### src/rtl/trs80_kbd_pkg.sv
// Shared types and constants for the TRS-80 Model I keyboard responder.
package trs80_kbd_pkg;

  // PS/2 receiver frame position
  typedef enum logic [1:0] {
    ST_IDLE   = 2'd0,
    ST_DATA   = 2'd1,
    ST_PARITY = 2'd2,
    ST_STOP   = 2'd3
  } rx_state_t;

  // Prefix bytes in scancode set 2
  localparam logic [7:0] PS2_EXT   = 8'hE0;
  localparam logic [7:0] PS2_BREAK = 8'hF0;

  // Row 6 holds the control keys, row 7 bit 0 is SHIFT
  localparam logic [2:0] ROW_SPECIAL = 3'd6;
  localparam logic [2:0] BIT_ENTER   = 3'd0;
  localparam logic [2:0] BIT_CLEAR   = 3'd1;
  localparam logic [2:0] BIT_BREAK   = 3'd2;
  localparam logic [2:0] BIT_UP      = 3'd3;
  localparam logic [2:0] BIT_DOWN    = 3'd4;
  localparam logic [2:0] BIT_LEFT    = 3'd5;
  localparam logic [2:0] BIT_RIGHT   = 3'd6;
  localparam logic [2:0] BIT_SPACE   = 3'd7;
  localparam logic [2:0] ROW_SHIFT   = 3'd7;
  localparam logic [2:0] BIT_SHIFT   = 3'd0;

  // Packs a valid matrix location as {valid, row, bit}
  function automatic logic [6:0] key_loc(input logic [2:0] row, input logic [2:0] bit_idx);
    return {1'b1, row, bit_idx};
  endfunction

  // PS/2 uses odd parity across the eight data bits plus the parity bit
  function automatic logic odd_parity_ok(input logic [7:0] data, input logic parity);
    return ^{data, parity};
  endfunction

endpackage

### src/rtl/trs80_keymap.sv
// Combinational translation of a set-2 scancode to a TRS-80 matrix location.
module trs80_keymap
  import trs80_kbd_pkg::*;
(
  input  logic       i_ext,
  input  logic [7:0] i_code,
  output logic       o_valid,
  output logic [2:0] o_row,
  output logic [2:0] o_bit,
  output logic       o_is_lshift,
  output logic       o_is_rshift
);

  logic [6:0] w_loc;

  // Scancode lookup; anything not listed (keypad arrows, fake shift, replies) is invalid
  always_comb begin
    // NOTE: every output gets a default first so no path through the case can infer a latch.
    w_loc       = 7'd0;
    o_is_lshift = 1'b0;
    o_is_rshift = 1'b0;
    if (!i_ext) begin
      case (i_code)
        // Row 0: @ A B C D E F G
        8'h54: w_loc = key_loc(3'd0, 3'd0);
        8'h1C: w_loc = key_loc(3'd0, 3'd1);
        8'h32: w_loc = key_loc(3'd0, 3'd2);
        8'h21: w_loc = key_loc(3'd0, 3'd3);
        8'h23: w_loc = key_loc(3'd0, 3'd4);
        8'h24: w_loc = key_loc(3'd0, 3'd5);
        8'h2B: w_loc = key_loc(3'd0, 3'd6);
        8'h34: w_loc = key_loc(3'd0, 3'd7);
        // Row 1: H I J K L M N O
        8'h33: w_loc = key_loc(3'd1, 3'd0);
        8'h43: w_loc = key_loc(3'd1, 3'd1);
        8'h3B: w_loc = key_loc(3'd1, 3'd2);
        8'h42: w_loc = key_loc(3'd1, 3'd3);
        8'h4B: w_loc = key_loc(3'd1, 3'd4);
        8'h3A: w_loc = key_loc(3'd1, 3'd5);
        8'h31: w_loc = key_loc(3'd1, 3'd6);
        8'h44: w_loc = key_loc(3'd1, 3'd7);
        // Row 2: P Q R S T U V W
        8'h4D: w_loc = key_loc(3'd2, 3'd0);
        8'h15: w_loc = key_loc(3'd2, 3'd1);
        8'h2D: w_loc = key_loc(3'd2, 3'd2);
        8'h1B: w_loc = key_loc(3'd2, 3'd3);
        8'h2C: w_loc = key_loc(3'd2, 3'd4);
        8'h3C: w_loc = key_loc(3'd2, 3'd5);
        8'h2A: w_loc = key_loc(3'd2, 3'd6);
        8'h1D: w_loc = key_loc(3'd2, 3'd7);
        // Row 3: X Y Z
        8'h22: w_loc = key_loc(3'd3, 3'd0);
        8'h35: w_loc = key_loc(3'd3, 3'd1);
        8'h1A: w_loc = key_loc(3'd3, 3'd2);
        // Row 4: 0 .. 7
        8'h45: w_loc = key_loc(3'd4, 3'd0);
        8'h16: w_loc = key_loc(3'd4, 3'd1);
        8'h1E: w_loc = key_loc(3'd4, 3'd2);
        8'h26: w_loc = key_loc(3'd4, 3'd3);
        8'h25: w_loc = key_loc(3'd4, 3'd4);
        8'h2E: w_loc = key_loc(3'd4, 3'd5);
        8'h36: w_loc = key_loc(3'd4, 3'd6);
        8'h3D: w_loc = key_loc(3'd4, 3'd7);
        // Row 5: 8 9 : ; , - . /
        8'h3E: w_loc = key_loc(3'd5, 3'd0);
        8'h46: w_loc = key_loc(3'd5, 3'd1);
        8'h52: w_loc = key_loc(3'd5, 3'd2);
        8'h4C: w_loc = key_loc(3'd5, 3'd3);
        8'h41: w_loc = key_loc(3'd5, 3'd4);
        8'h4E: w_loc = key_loc(3'd5, 3'd5);
        8'h49: w_loc = key_loc(3'd5, 3'd6);
        8'h4A: w_loc = key_loc(3'd5, 3'd7);
        // Row 6: non-extended control keys
        8'h5A: w_loc = key_loc(ROW_SPECIAL, BIT_ENTER);
        8'h76: w_loc = key_loc(ROW_SPECIAL, BIT_BREAK);
        8'h29: w_loc = key_loc(ROW_SPECIAL, BIT_SPACE);
        // Row 7: the two shift keys share one matrix bit
        8'h12: begin
          w_loc       = key_loc(ROW_SHIFT, BIT_SHIFT);
          o_is_lshift = 1'b1;
        end
        8'h59: begin
          w_loc       = key_loc(ROW_SHIFT, BIT_SHIFT);
          o_is_rshift = 1'b1;
        end
        default: w_loc = 7'd0;
      endcase
    end else begin
      case (i_code)
        8'h6C:   w_loc = key_loc(ROW_SPECIAL, BIT_CLEAR);
        8'h75:   w_loc = key_loc(ROW_SPECIAL, BIT_UP);
        8'h72:   w_loc = key_loc(ROW_SPECIAL, BIT_DOWN);
        8'h6B:   w_loc = key_loc(ROW_SPECIAL, BIT_LEFT);
        8'h74:   w_loc = key_loc(ROW_SPECIAL, BIT_RIGHT);
        default: w_loc = 7'd0;
      endcase
    end
  end

  assign o_valid = w_loc[6];
  assign o_row   = w_loc[5:3];
  assign o_bit   = w_loc[2:0];

endmodule

### src/rtl/trs80_keyboard.sv
// TRS-80 Model I keyboard responder: PS/2 receiver, scancode decoder,
// 8x8 key matrix and zero-wait CPU read path.
module trs80_keyboard
  import trs80_kbd_pkg::*;
#(
  parameter int TIMEOUT_CYCLES = 50000,
  parameter int SYNC_STAGES    = 2
) (
  input  logic       clock,
  input  logic       reset_n,
  input  logic       i_ps2_clk,
  input  logic       i_ps2_data,
  input  logic       i_keyboard_cs_n,
  input  logic [7:0] i_cpu_addr,
  output logic [7:0] o_keyboard_dout,
  output logic       o_scancode_strobe
);

  localparam int TW = $clog2(TIMEOUT_CYCLES + 1);

  logic [SYNC_STAGES-1:0] r_clk_sync;
  logic [SYNC_STAGES-1:0] r_data_sync;
  logic                   r_clk_prev;
  logic                   w_ps2_clk;
  logic                   w_ps2_data;
  logic                   w_fall;

  rx_state_t              r_state;
  rx_state_t              w_state_nxt;
  logic [2:0]             r_count;
  logic [2:0]             w_count_nxt;
  logic [7:0]             r_shift;
  logic [7:0]             w_shift_nxt;
  logic                   r_parity;
  logic                   w_parity_nxt;
  logic                   w_accept;
  logic [TW-1:0]          r_timeout;
  logic                   w_timeout;

  logic                   r_strobe;
  logic [7:0]             r_byte;
  logic                   r_ext;
  logic                   r_break;
  logic [7:0]             r_rows [0:6];
  logic                   r_lshift;
  logic                   r_rshift;
  logic [7:0]             w_matrix [0:7];

  logic                   w_km_valid;
  logic [2:0]             w_km_row;
  logic [2:0]             w_km_bit;
  logic                   w_km_lshift;
  logic                   w_km_rshift;

  // Resynchronise the asynchronous PS/2 lines; idle-high so reset loads ones
  always_ff @(posedge clock) begin
    // NOTE: sequential state uses <= so every flop samples pre-edge values regardless of statement order.
    if (!reset_n) begin
      r_clk_sync  <= '1;
      r_data_sync <= '1;
      r_clk_prev  <= 1'b1;
    end else begin
      r_clk_sync  <= {r_clk_sync[SYNC_STAGES-2:0], i_ps2_clk};
      r_data_sync <= {r_data_sync[SYNC_STAGES-2:0], i_ps2_data};
      r_clk_prev  <= w_ps2_clk;
    end
  end

  assign w_ps2_clk  = r_clk_sync[SYNC_STAGES-1];
  assign w_ps2_data = r_data_sync[SYNC_STAGES-1];
  assign w_fall     = r_clk_prev & ~w_ps2_clk;

  // Frame watchdog: counts cycles since the last falling edge while mid-frame
  always_ff @(posedge clock) begin
    if (!reset_n || w_fall || (r_state == ST_IDLE)) begin
      r_timeout <= '0;
    end else if (r_timeout != TW'(TIMEOUT_CYCLES)) begin
      r_timeout <= r_timeout + 1'b1;
    end
  end

  assign w_timeout = (r_state != ST_IDLE) && (r_timeout == TW'(TIMEOUT_CYCLES));

  // Receiver state register
  always_ff @(posedge clock) begin
    if (!reset_n) begin
      r_state  <= ST_IDLE;
      r_count  <= 3'd0;
      r_shift  <= 8'h00;
      r_parity <= 1'b0;
    end else begin
      r_state  <= w_state_nxt;
      r_count  <= w_count_nxt;
      r_shift  <= w_shift_nxt;
      r_parity <= w_parity_nxt;
    end
  end

  // Receiver next state: one step per synced falling edge, watchdog wins over everything
  always_comb begin
    w_state_nxt  = r_state;
    w_count_nxt  = r_count;
    w_shift_nxt  = r_shift;
    w_parity_nxt = r_parity;
    w_accept     = 1'b0;
    if (w_timeout) begin
      w_state_nxt = ST_IDLE;
    end else if (w_fall) begin
      case (r_state)
        ST_IDLE: begin
          if (!w_ps2_data) begin
            w_state_nxt = ST_DATA;
            w_count_nxt = 3'd0;
          end
        end
        ST_DATA: begin
          w_shift_nxt = {w_ps2_data, r_shift[7:1]};
          w_count_nxt = r_count + 3'd1;
          if (r_count == 3'd7) w_state_nxt = ST_PARITY;
        end
        ST_PARITY: begin
          w_parity_nxt = w_ps2_data;
          w_state_nxt  = ST_STOP;
        end
        ST_STOP: begin
          w_accept    = w_ps2_data & odd_parity_ok(r_shift, r_parity);
          w_state_nxt = ST_IDLE;
        end
        default: w_state_nxt = ST_IDLE;
      endcase
    end
  end

  // Hold the accepted byte and emit the strobe one cycle after the stop bit
  always_ff @(posedge clock) begin
    if (!reset_n) begin
      r_strobe <= 1'b0;
      r_byte   <= 8'h00;
    end else begin
      r_strobe <= w_accept;
      if (w_accept) r_byte <= r_shift;
    end
  end

  assign o_scancode_strobe = r_strobe;

  trs80_keymap u_keymap (
    .i_ext       (r_ext),
    .i_code      (r_byte),
    .o_valid     (w_km_valid),
    .o_row       (w_km_row),
    .o_bit       (w_km_bit),
    .o_is_lshift (w_km_lshift),
    .o_is_rshift (w_km_rshift)
  );

  // Decoder: track prefixes, then set or clear the addressed matrix bit
  always_ff @(posedge clock) begin
    if (!reset_n) begin
      // NOTE: the matrix is plain flops with reset; an unreset row would read as keys held down.
      for (int r = 0; r < 7; r++) r_rows[r] <= 8'h00;
      r_lshift <= 1'b0;
      r_rshift <= 1'b0;
      r_ext    <= 1'b0;
      r_break  <= 1'b0;
    end else if (r_strobe) begin
      if (r_byte == PS2_EXT) begin
        r_ext <= 1'b1;
      end else if (r_byte == PS2_BREAK) begin
        r_break <= 1'b1;
      end else begin
        if (w_km_lshift) begin
          r_lshift <= ~r_break;
        end else if (w_km_rshift) begin
          r_rshift <= ~r_break;
        end else if (w_km_valid) begin
          for (int r = 0; r < 7; r++) begin
            if (w_km_row == 3'(r)) r_rows[r][w_km_bit] <= ~r_break;
          end
        end
        r_ext   <= 1'b0;
        r_break <= 1'b0;
      end
    end
  end

  // Assemble the full matrix view; row 7 carries only the merged shift bit
  always_comb begin
    for (int r = 0; r < 7; r++) w_matrix[r] = r_rows[r];
    w_matrix[7] = {7'b0, r_lshift | r_rshift};
  end

  // CPU read: OR of every row whose address line is high, gated by chip select
  always_comb begin
    o_keyboard_dout = 8'h00;
    if (!i_keyboard_cs_n) begin
      for (int r = 0; r < 8; r++) begin
        if (i_cpu_addr[r]) o_keyboard_dout = o_keyboard_dout | w_matrix[r];
      end
    end
  end

endmodule

### config.mk
export PLATFORM = sky130hd
export DESIGN_NAME = trs80_keyboard
export DESIGN_NICKNAME = d
export VERILOG_FILES = /design/src/rtl/trs80_kbd_pkg.sv /design/src/rtl/trs80_keymap.sv /design/src/rtl/trs80_keyboard.sv
export SDC_FILE = /design/constraint.sdc
export NUM_CORES = 1
export LEC_CHECK = 0
export ABC_AREA = 1
export BUFFER_PORTS_ARGS = -buffer_cell sky130_fd_sc_hd__buf_2
export CAP_MARGIN = 20
export CORE_UTILIZATION = 30
export DETAILED_ROUTE_END_ITERATION = 7
export SYNTH_ARGS = -nofsm -noshare
export SYNTH_HDL_FRONTEND = slang
export SYNTH_SLANG_ARGS = --single-unit
### constraint.sdc
create_clock -name clock -period 3.35 [get_ports clock]
set_input_delay 0.1675 -clock clock [delete_from_list [all_inputs] [get_ports clock]]
set_output_delay 0.1675 -clock clock [all_outputs]
set_load 0.05 [all_outputs]
=== Yosys cells after proc, flatten, opt, wreduce, memory -nomap -nowiden ===
Memories as Yosys holds them, arrays and structs flattened.
Cells that the tools add are included.

* Flip-flop bits (word level): 48
* Output and inout port bits: 9
* Input port bits: 13
* RAM bits: 56
* Logic and storage cells: 338
* Memories: 1

{| class="wikitable"
|+ Memory list
! name !! depth !! width !! rd ports !! clocked after memory_dff !! write ports !! line !! RTL
|-
| r_rows || 7 || 8 || 7 || 0 || 7 || trs80_keyboard.sv:44 || <nowiki>logic [7:0] r_rows [0:6];</nowiki>
|}

* Bitwise operators: 73
* Equality and inequality tests: 70
* Muxes and demuxes: 156
* Reduce and logical (&&, ||, !) cells: 20
* $add $sub $neg: 2
* Magnitude comparators: 2

{| class="wikitable"
|+ Operators with widths
! cell !! count
|-
| $pmux W7 S47 || 1
|-
| $eq A8 B6 Y1 const B || 23
|-
| $mux W8 || 23
|-
| $eq A8 B7 Y1 const B || 22
|-
| $mux W1 || 124
|-
| $eq A8 B5 Y1 const B || 8
|-
| $or A1 B1 Y1 || 57
|-
| $or A8 B8 Y8 || 6
|-
| $pmux W7 S5 || 1
|-
| $add A16 B1 Y16 const B || 1
|-
| $eq A16 B16 Y1 const B || 1
|-
| $eq A8 B8 Y1 const B || 2
|-
| $ne A16 B16 Y1 const B || 1
|-
| $eq A3 B3 Y1 const B || 4
|-
| $reduce_and A3 Y1 || 3
|-
| $reduce_xor A9 Y1 || 1
|-
| $or A8 B1 Y8 || 1
|-
| $pmux W2 S4 || 1
|-
| $reduce_and A4 Y1 || 2
|-
| $mux W7 || 1
|-
| $not A1 Y1 || 7
|-
| $eq A3 B2 Y1 const B || 2
|-
| $ne A2 B2 Y1 const B || 3
|-
| $pmux W3 S2 || 1
|-
| other kinds (19) || 27
|}

=== Logic depth before layout (Yosys ltp) ===
An unclocked memory read counts as a cell.

* Depth after elaboration: 24
* Mapped depth: 17
* Mapped depth without buffers: 16

=== Cells and area by module ===
Synthesis repeated with hierarchy kept, for this count alone.

* Cell total of the unflattened synthesis: 874
* Area, all modules: 6372.4 sq um

{| class="wikitable"
|+ By module, submodules not included
! module !! seq. area each (sq um) !! area each (sq um) !! times used !! cells each
|-
| trs80_keyboard || 2642.5 || 5507.8 || 1 || 673
|-
| trs80_keymap || 0.0 || 864.6 || 1 || 201
|}

=== Worst setup path before layout ===
No wires, ideal clock.

* Path type: register to register
* Start point: register r_strobe, in the netlist o_scancode_strobe
* End point: memory r_rows[5][1], enable pin
* Buffers on the path: 1
* Period minus slack after synthesis: 2.106 ns
* Setup slack: 1.244 ns
* Setup time: 0.310 ns
* Arrival: 1.796 ns
* Stages on the path, launching flop included: 10
* Data required time: 3.040 ns
* Cells stage by stage: dfxtp_1 inv_1 a31oi_1 nand3_1 nor2_1 nand2_1 inv_1 nand3_2 buf_6 o21ai_0

{| class="wikitable"
|+ RTL lines
! element !! line !! RTL
|-
| start, declared || trs80_keyboard.sv:40 || <nowiki>logic r_strobe;</nowiki>
|-
| start signal, assigned || trs80_keyboard.sv:140 || <nowiki>r_strobe <= w_accept;</nowiki>
|-
| end, declared || trs80_keyboard.sv:44 ||
|}

==> results.ini <==
[layout]
finalNonFillerCells = 1117
final_cell_area_mm2 = 0.00666
drive_gt1_share_pct = 9.98
num_antenna_cells = 0
final_core_util_pct = 34.0
final_nets = 868
fillers = 2107
area_growth_pct = 10.1

[min_path]
hold_path_class = in2reg

[synth]
synth_seq_area_share_pct = 43.7
syn_area_per_cell_um2 = 7.21
async_reset_ff_share_pct = 0
synth.top_cell.area_share_pct = 27.8
yosysTopAreaCell = edfxtp_1
yosysUniqueCellTypes = 44
ys_ff_latch = 104
netlist_area_mm2 = 0.00605
netlist_top_cells_count = nand2_1, nor2_1, inv_1
synthCells = 839
yosys_most_used_dff = edfxtp_1
synth_xor_area_share_pct = 1.16
synth_compound_area_share_pct = 11.4
synth_simple_gate_area_share_pct = 34.5
synth_mux_area_share_pct = 0
yosysWarnings = 0
synth_fa_ha_area_share_pct = 1.66
synth_edf_count = 56
synth_most_common_cell = nand2_1
synth.area.top_cells = edfxtp_1, dfxtp_1, nand2_1
synth_top_family_by_area = simple AND/OR/NAND/NOR gates

[routing]
wl_met1_mm = 7.01
dr.pass1.iters = 5
route.detailed.drc = 0
drt_iter0_drc = 392
top_layer = met4
wl_per_cell_um = 13.1
met3_length_um = 645
wl_met2_mm = 6.64
ant_nets = 0
drt_wl_total_mm = 14.6
num_vias = 5373
vias_per_cell = 4.81

[critical_path]
arrival_ns = 2.70
path_max_fanout = 16
cp_common_cell = nand2_1
crit_required_ns = 3.41
path_buf_inv = 1
crit_slowest_cell = dfxtp_1
slowest_delay_ns = 0.43
cp_top_family = simple AND/OR/NAND/NOR gates
crit_path_start_kind = flip-flop
critPathKind = reg2reg
endpoint_kind = flip-flop
crit_chain = nand2_1 > nor2_2 > nand2_1 > nand2_1 > inv_1 > nand2_1 > nor2_1 > nand3_1 > nand2_1 > nor2_1 > nand3_2 > o21ai_0

[grt]
grt_pass1_vias = 4888
overflow = 0
grt_usage_pct = 14.8
grt_pass1_wl_mm = 23.7
antenna_found_initial = 0
grt_max_degree = 60

[die]
row_count = 51
dieArea_mm2 = 0.0207
dieHeight_um = 144
core-area_mm2 = 0.0196
start_util_pct = 30.9
fp.dieW_um = 144
top_level_ports = 22

[placed_design]
dp_hpwl_mm = 10.5
io_buffer_count = 21
dp_cells = 1100
place_area_mm2 = 0.00637
place_congestion = 0.923

[sta]
slew_headroom_pct = 58.5
finalSetupViolations = 0
fmax_mhz = 378
finalHoldViolations = 0
tns_ns = 0
worstMarginPinSlew_ns = 0.620
fin_worst_skew_ns = 0.0108
period_minus_slack_ns = 2.65
maxSlewViolCount = 0
post-route-period-util_pct = 79.0
rsz0062_at_grt = no

[clock_network]
cts_buffers = 9
htreeDepth = 3
cts_buffer_depth = 2
numClockSinks = 104
clkTransAtPathRegs_ns = 0.07
cts_tree = done
postCtsSetupBuffers = 0
cts_root_buf = clkbuf_16
clkLatencyLatePin_ns = 0.35

[status]
outcome = complete, no violations

[pwr]
p_leak_nw = 2.78
irDropWorstVdd_mv = 0.264
power_density_mw_per_mm2 = 380

[job]
max_cap_violations = 0

[what timing repair did]
action,CTS,global route
resized for setup,0,0
hold endpoints to repair,1,0
hold buffers,1,0
[per-stage QoR]
| step | hold WS (ns) | setup WS [ns] | power [W] |
|---|---|---|---|
| after CTS | 0.0154 | 0.694 | 0.00256 |
| final | 0.0233 | 0.705 | 0.00253 |
| after floorplan | 0.274 | 1.24 | 0.00152 |
| after detailed placement | 0.356 | 0.705 | 0.00156 |
| after global placement | 0.358 | 0.716 | 0.00156 |
| after global routing | 0.0194 | 0.425 | 0.00262 |
[cell type report]
| type | instances | area, um2 | area share (%) |
|---|---|---|---|
| Clock buffer | 9 | 225 | 3.38 |
| Clock inverter | 7 | 52.6 | 0.790 |
| Inverter | 81 | 304 | 4.57 |
| Multi-Input combinational cell | 626 | 2960 | 44.5 |
| Sequential cell | 104 | 2640 | 39.7 |
| Tap cell | 265 | 332 | 4.98 |
| Timing Repair Buffer | 25 | 138 | 2.07 |
[report_power, final]
| part | switching (W) | internal [W] | leakage (nW) |
|---|---|---|---|
| logic | 0.000104 | 0.0000389 | 1.72 |
| clock network | 0.000484 | 0.000511 | 0.132 |
| registers | 0.0000121 | 0.00138 | 0.925 |
| total | 0.000601 | 0.00193 | 2.78 |
[layer usage]
| layer | vias to the layer above | track usage (%) |
|---|---|---|
| met4 | 0 | 5.43 |
| li1 | 2749 | - |
| met1 | 2468 | 19.1 |
| met3 | 27 | 3.13 |
| met5 | - | 0 |
| met2 | 129 | 24.3 |
[cell usage in the layout, fill, tap and decap left out, types with 6 or more instances in the layout]
| cell | count |
|---|---|
| buf_2 | 21 |
| edfxtp_1 | 56 |
| ha_1 | 8 |
| nor3_1 | 20 |
| o21ai_0 | 49 |
| nand4_1 | 11 |
| or2_2 | 6 |
| inv_2 | 11 |
| clkbuf_16 | 9 |
| nand2_1 | 252 |
| nor2_2 | 6 |
| inv_1 | 69 |
| a21oi_1 | 41 |
| nor2_1 | 123 |
| dfxtp_1 | 48 |
| nand3_1 | 43 |
| a221oi_1 | 7 |
[worst paths after layout]
check | cells after the start | slack [ns] | from | endpoint
worst min-delay path | 2 | 0.02 | i_ps2_clk | r_clk_sync[0]$_SDFF_PN1_
worst max-delay path | 12 | 0.70 | r_byte[5]$_SDFFE_PN0P_ | r_rows[5][1]$_DFFE_PP_
worst min register to register | 1 | 0.41 | r_clk_sync[0]$_SDFF_PN1_ | r_clk_sync[1]$_SDFF_PN1_
worst max register to register | 12 | 0.70 | r_byte[5]$_SDFFE_PN0P_ | r_rows[5][1]$_DFFE_PP_
[flip-flops by register name (all words and copies together) (netlist names), 2 cells and up]
signal,count
r_timeout,16
r_rows,56
r_clk_sync,2
r_state,2
r_shift,8
r_data_sync,2
r_byte,8
r_count,3
[cell families (layout without fill, tap and decap cells)]
group	after synthesis	count (layout)
buffers and inverters	113	122
adder cells (fa/ha/maj)	8	8
flip-flops	104	104
AO/OA/AOI/OAI	121	121
other	1	5
AND/OR/NAND/NOR	484	484
XOR/XNOR	8	8
No activity file was read; power rests on OpenSTA's default activity.
